File: config.mk
export PLATFORM = sky130hd
export DESIGN_NAME = reservation_station
export DESIGN_NICKNAME = d
export VERILOG_FILES = /design/src/rtl/tomasulo_pkg.sv /design/src/rtl/rs_oldest_pick.sv /design/src/rtl/reservation_station.sv
export SDC_FILE = /design/constraint.sdc
export NUM_CORES = 1
export LEC_CHECK = 0
export ABC_AREA = 1
export CORE_ASPECT_RATIO = 0.75
export CORE_UTILIZATION = 61
export DETAILED_ROUTE_END_ITERATION = 16
export GPL_ROUTABILITY_DRIVEN = 0
export PLACE_DENSITY = 0.87
export SYNTH_ARGS = -nofsm -noshare
export SYNTH_HDL_FRONTEND = slang
export SYNTH_SLANG_ARGS = --single-unit
export TNS_END_PERCENT = 20
File: constraint.sdc
create_clock -name clk1 -period 5.4 [get_ports clk1]
set_clock_uncertainty 0.2 [all_clocks]
set_input_delay 1.08 -clock clk1 [delete_from_list [all_inputs] [get_ports clk1]]
set_output_delay 1.08 -clock clk1 [all_outputs]
set_load 0.005 [all_outputs]
File: src/rtl/tomasulo_pkg.sv
// tomasulo_pkg: shared widths, func opcodes and reservation-station entry layout
// for the Tomasulo issue/execute slice.
package tomasulo_pkg;
   localparam int DATA_W     = 16;
   localparam int TAG_W      = 3;
   localparam int OP_W       = 4;
   localparam int RS_ENTRIES = 3;
   localparam int CNT_W      = 3;

   localparam logic [OP_W-1:0] OP_ADD = 4'd0;
   localparam logic [OP_W-1:0] OP_SUB = 4'd1;
   localparam logic [OP_W-1:0] OP_MUL = 4'd2;
   localparam logic [OP_W-1:0] OP_DIV = 4'd3;
   localparam logic [OP_W-1:0] OP_BEQ = 4'd4;
   localparam logic [OP_W-1:0] OP_BNE = 4'd5;

   typedef struct packed {
      logic [OP_W-1:0]   op;
      logic [DATA_W-1:0] vj;
      logic [DATA_W-1:0] vk;
      logic [TAG_W-1:0]  qj;
      logic [TAG_W-1:0]  qk;
      logic              pj;
      logic              pk;
      logic [TAG_W-1:0]  rob_tag;
   } rs_entry_t;
endpackage

File: src/rtl/rs_oldest_pick.sv
// rs_oldest_pick: grants the oldest ready entry; i_age[a][b]=1 means entry a is older
// than entry b, and the diagonal is held at zero so a ready entry never blocks itself.
module rs_oldest_pick #(
   parameter int N = 3
) (
   input  logic [N-1:0]        i_ready,
   input  logic [N-1:0][N-1:0] i_age,
   output logic [N-1:0]        o_grant,
   output logic                o_valid
);
   assign o_valid = |i_ready;

   always_comb begin
      o_grant = i_ready;
      for (int i = 0; i < N; i++)
         for (int j = 0; j < N; j++)
            if (i_ready[j] && i_age[j][i]) o_grant[i] = 1'b0;
   end
endmodule

File: src/rtl/reservation_station.sv
// reservation_station: one RS bank holding renamed instructions, waking operands from
// the CDB and dispatching the oldest fully-ready entry to its functional unit.
module reservation_station
   import tomasulo_pkg::*;
#(
   parameter int NUM_ENTRIES = RS_ENTRIES
) (
   input  logic              clk1,
   input  logic              rst_n,
   input  logic              flush,
   input  logic              issue_valid,
   output logic              issue_ready,
   input  logic [OP_W-1:0]   issue_op,
   input  logic [TAG_W-1:0]  issue_rob_tag,
   input  logic [DATA_W-1:0] issue_vj,
   input  logic [DATA_W-1:0] issue_vk,
   input  logic [TAG_W-1:0]  issue_qj,
   input  logic [TAG_W-1:0]  issue_qk,
   input  logic              issue_pj,
   input  logic              issue_pk,
   input  logic              cdb_valid,
   input  logic [TAG_W-1:0]  cdb_tag,
   input  logic [DATA_W-1:0] cdb_data,
   output logic              disp_valid,
   input  logic              disp_ready,
   output logic [OP_W-1:0]   disp_op,
   output logic [DATA_W-1:0] disp_vj,
   output logic [DATA_W-1:0] disp_vk,
   output logic [TAG_W-1:0]  disp_rob_tag,
   output logic [CNT_W-1:0]  count
);
   logic [NUM_ENTRIES-1:0]                  r_busy;
   rs_entry_t                               r_ent [NUM_ENTRIES];
   logic [NUM_ENTRIES-1:0][NUM_ENTRIES-1:0] r_age;
   logic [CNT_W-1:0]                        r_count;

   logic [NUM_ENTRIES-1:0] w_ready, w_grant, w_alloc_oh;
   logic                   w_pick_valid, w_alloc, w_disp, w_hit_j, w_hit_k;
   rs_entry_t              w_new;

   assign issue_ready = r_count < CNT_W'(NUM_ENTRIES);
   assign w_alloc     = issue_valid && issue_ready && !flush;
   assign w_disp      = w_pick_valid && disp_ready && !flush;
   assign w_hit_j     = issue_pj && cdb_valid && issue_qj == cdb_tag;
   assign w_hit_k     = issue_pk && cdb_valid && issue_qk == cdb_tag;
   assign count       = r_count;
   assign disp_valid  = w_pick_valid;

   // Operands broadcast in the issue cycle are captured directly into the new entry.
   assign w_new = '{op:      issue_op,
                    vj:      w_hit_j ? cdb_data : issue_vj,
                    vk:      w_hit_k ? cdb_data : issue_vk,
                    qj:      issue_qj,
                    qk:      issue_qk,
                    pj:      issue_pj && !w_hit_j,
                    pk:      issue_pk && !w_hit_k,
                    rob_tag: issue_rob_tag};

   always_comb begin
      w_ready    = '0;
      w_alloc_oh = '0;
      for (int i = 0; i < NUM_ENTRIES; i++)
         w_ready[i] = r_busy[i] && !r_ent[i].pj && !r_ent[i].pk;
      for (int i = NUM_ENTRIES - 1; i >= 0; i--)
         if (!r_busy[i]) begin
            w_alloc_oh    = '0;
            w_alloc_oh[i] = 1'b1;
         end
   end

   rs_oldest_pick #(.N(NUM_ENTRIES)) u_pick (
      .i_ready (w_ready),
      .i_age   (r_age),
      .o_grant (w_grant),
      .o_valid (w_pick_valid)
   );

   always_comb begin
      disp_op      = '0;
      disp_vj      = '0;
      disp_vk      = '0;
      disp_rob_tag = '0;
      for (int i = 0; i < NUM_ENTRIES; i++)
         if (w_grant[i]) begin
            disp_op      |= r_ent[i].op;
            disp_vj      |= r_ent[i].vj;
            disp_vk      |= r_ent[i].vk;
            disp_rob_tag |= r_ent[i].rob_tag;
         end
   end

   always_ff @(posedge clk1 or negedge rst_n) begin
      if (!rst_n) begin
         r_busy  <= '0;
         r_age   <= '0;
         r_count <= '0;
         for (int i = 0; i < NUM_ENTRIES; i++) r_ent[i] <= '0;
      end else if (flush) begin
         r_busy  <= '0;
         r_count <= '0;
      end else begin
         r_count <= r_count + CNT_W'(w_alloc) - CNT_W'(w_disp);
         for (int i = 0; i < NUM_ENTRIES; i++) begin
            if (w_disp && w_grant[i]) r_busy[i] <= 1'b0;
            if (r_busy[i] && r_ent[i].pj && cdb_valid && r_ent[i].qj == cdb_tag) begin
               r_ent[i].vj <= cdb_data;
               r_ent[i].pj <= 1'b0;
            end
            if (r_busy[i] && r_ent[i].pk && cdb_valid && r_ent[i].qk == cdb_tag) begin
               r_ent[i].vk <= cdb_data;
               r_ent[i].pk <= 1'b0;
            end
            // A new entry becomes younger than every other slot.
            if (w_alloc && w_alloc_oh[i]) begin
               r_busy[i] <= 1'b1;
               r_ent[i]  <= w_new;
               for (int j = 0; j < NUM_ENTRIES; j++) begin
                  r_age[i][j] <= 1'b0;
                  r_age[j][i] <= (j != i);
               end
            end
         end
      end
   end
endmodule
==> results.json <==
{
  "outcome": "completed",
  "path_cells": "nor3_2 -> nand3_1 -> inv_1 -> buf_4 -> nand2_1 -> nand3_1 -> clkdlybuf4s50_1",
  "fin_cells": 1507,
  "synth_cells": 1221,
  "synthFlopType": "dfrtp_1",
  "postCtsSetupRepairBufs": 0,
  "worstSkewPairLatency_ns": 0.43,
  "leakagePower_nw": 5.22,
  "cts_htree_levels": 4,
  "synthArstFlopShare_pct": 100,
  "fp.dieW_um": 142,
  "grt_pass1_vias": 8636,
  "drt_pass1_iterations": 8,
  "slew_headroom_pct": 24.1,
  "wl_per_cell_um": 18.3,
  "track_usage_pct": 37.5,
  "num_rows": 37,
  "fill_cells": 1063,
  "final_cell_mix": "nand2_1, nand3_1, dfrtp_1",
  "grt_max_degree": 118,
  "irDropWorstVdd_v": 0.000260,
  "yosys_warnings": 0,
  "cts_buffer_depth": 2,
  "endpoint_kind": "output pin",
  "worstReg2RegStart": "count[2]",
  "io_buffers": 115,
  "cts_hold_buffers": 0,
  "drc": 0,
  "crit_fanout": 21,
  "place_inst": 1475,
  "post-route-period-util_pct": 83.6,
  "syn_nets": 1297,
  "critPathBufInv": 3,
  "grt_first_pass_wirelength_um": 43100,
  "timing.rr.end": "r_ent[83]",
  "hpwl_um": 16500,
  "die-height_um": 107,
  "ant_nets": 0,
  "syn_to_final_growth_pct": 19.4,
  "fmax_mhz": 222,
  "drv_cap": 0,
  "drive_gt1_share_pct": 9.91,
  "hold_path_depth": 2,
  "via_count": 9137,
  "io_pins": 116,
  "cp_common_cell": "nand3_1",
  "tns_ns": 0,
  "start_kind": "register",
  "rsz0062_at_grt": "no",
  "coreArea_um2": 14000,
  "grt-ovfl-total": 0,
  "routed_wl_um": 27600,
  "holdCritStartpoint": "r_ent[138]",
  "hold_viol_final": 0,
  "synth.yosys.seq_area_share_pct": 42.8,
  "synth.distinct_cells": 34,
  "final_common_cell": "nand2_1",
  "synth_edf_count": 0,
  "ys_seq_elements": 153,
  "drt_iter0_drc": 1104,
  "slowest_delay_ns": 0.66,
  "start_util_pct": 63.8,
  "n_antenna_cell": 0,
  "finalSetupViolCount": 0,
  "syn_area_um2": 8940,
  "hold_path.class": "register to register",
  "min_period_ns": 4.51,
  "power_density_nw_per_um2": 429,
  "cts_made_buffers": 17,
  "cts_sinks": 153,
  "cts_resized": 0,
  "critPathTopFamily": "buffers and inverters",
  "crit_arrival_ns": 3.23,
  "clockRootBuffer": "clkbuf_16",
  "r2r_cells": 11,
  "reg2reg_slack_ns": 2.73,
  "die_area_um2": 15200,
  "grt_antenna_before_repair": 0,
  "path_clk_slew_ns": 0.06,
  "crit_required_ns": 4.12,
  "worst_pin_slew_ns": 1.14,
  "crit_slowest_cell": "inv_1",
  "avgSynthCellArea_um2": 7.32,
  "viasPerCell": 6.06,
  "cts_tree": "yes",
  "min_to": "r_ent[138]",
  "final_max_slew_viol_count": 0,
  "timing_worst_setup_path_type": "register to output pin",
  "final_nets": 1375
}
-- worst register-to-register path, stage by stage, from the launching register on --
cell and delay [ns]:
dfrtp_1 0.40, inv_2 0.07, ha_1 0.15, nand2_1 0.06, nand3_2 0.10, nor2_4 0.05
inv_2 0.27, nand2_1 0.12, nand2_2 0.39, clkinv_2 0.45, nand2_1 0.22, nand2_1 0.08
-- final cells by class --
| cell class | instances | area [µm²] | area share, % |
|---|---|---|---|
| flip-flops and latches | 153 | 3830 | 35.9 |
| multi-input cells | 907 | 4420 | 41.4 |
| clock buffers | 20 | 467 | 4.37 |
| clock inverters | 12 | 141 | 1.32 |
| well taps | 195 | 244 | 2.28 |
| inverters | 97 | 368 | 3.44 |
| repair buffers | 123 | 1210 | 11.4 |
-- metrics by stage --
step                      utilization, %  power (mW)  instance area (µm²)  setup slack, ns  hold WS (ns)
after floorplan                        -        2.79                 8940             2.56         0.242
after global placement              71.8        3.25                10100             1.47         0.263
after detailed placement            71.8        3.31                10100             1.46         0.267
after CTS                           76.1        4.54                10700            0.974         0.284
after global routing                76.1        4.82                10700            0.781         0.296
final                               76.1        4.59                10700            0.887         0.285
-- registers in the layout, indices dropped and copies added (netlist names) --
name,count
r_busy,3
r_ent,141
count,3
r_age,6
-- cell usage after synthesis, types with 5 or more instances --
cell type    n  area (µm²)
a21oi_1      5        25.0
buf_2       24         120
buf_4        9        67.6
clkbuf_1    26        97.6
dfrtp_1    153        3830
inv_1       79         297
inv_2       14        52.6
nand2_1    431        1620
nand2_2      6        37.5
nand2_4     20         225
nand3_1    282        1410
nand3_2     33         330
nor2_1      50         188
nor2_4       5        56.3
o21ai_0     44         220
o21ai_1      6        30.0
xnor2_1      6        52.6
-- routing by layer --
layer	share of wire [%]	global-route usage [%]
met5	0	0
met4	4.2	18.3
met3	13	8.93
met2	44	57.7
met1	38	50.0
-- power breakdown --
part / total (mW) / internal (mW) / leakage [nW] / switching (mW)
clock network: 1.23 / 0.723 / 0.281 / 0.504
logic: 1.33 / 0.574 / 2.99 / 0.759
registers: 2.02 / 1.68 / 1.95 / 0.344
-- worst max-delay path by stage --
| stage | to | start | cells past startpoint | slack, ns |
|---|---|---|---|---|
| CTS | disp_vk[1] | r_ent[3] | 7 | 0.97 |
| global placement | disp_vj[0] | r_ent[3] | 7 | 1.47 |
| detailed placement | disp_vj[0] | r_ent[3] | 7 | 1.46 |
| finish | disp_vk[1] | r_ent[3] | 7 | 0.89 |
| floorplan | count[2] | flush | 10 | 2.56 |
| global route | disp_vk[1] | r_ent[3] | 7 | 0.78 |
-- cell families (layout without fill, tap and decap cells) --
| group | after synthesis | after routing | share of synthesized area, % |
|---|---|---|---|
| and+or+nand+nor | 836 | 836 | 44.3 |
| adders and majority gates | 4 | 4 | 0.644 |
| buffers and inverters | 161 | 252 | 8.07 |
| DFF | 153 | 153 | 42.8 |
| xor gates and xnor gates | 9 | 9 | 0.881 |
| AOI/OAI and AO/OA | 58 | 58 | 3.30 |
Note: power is estimated with default switching activity, not from simulation.
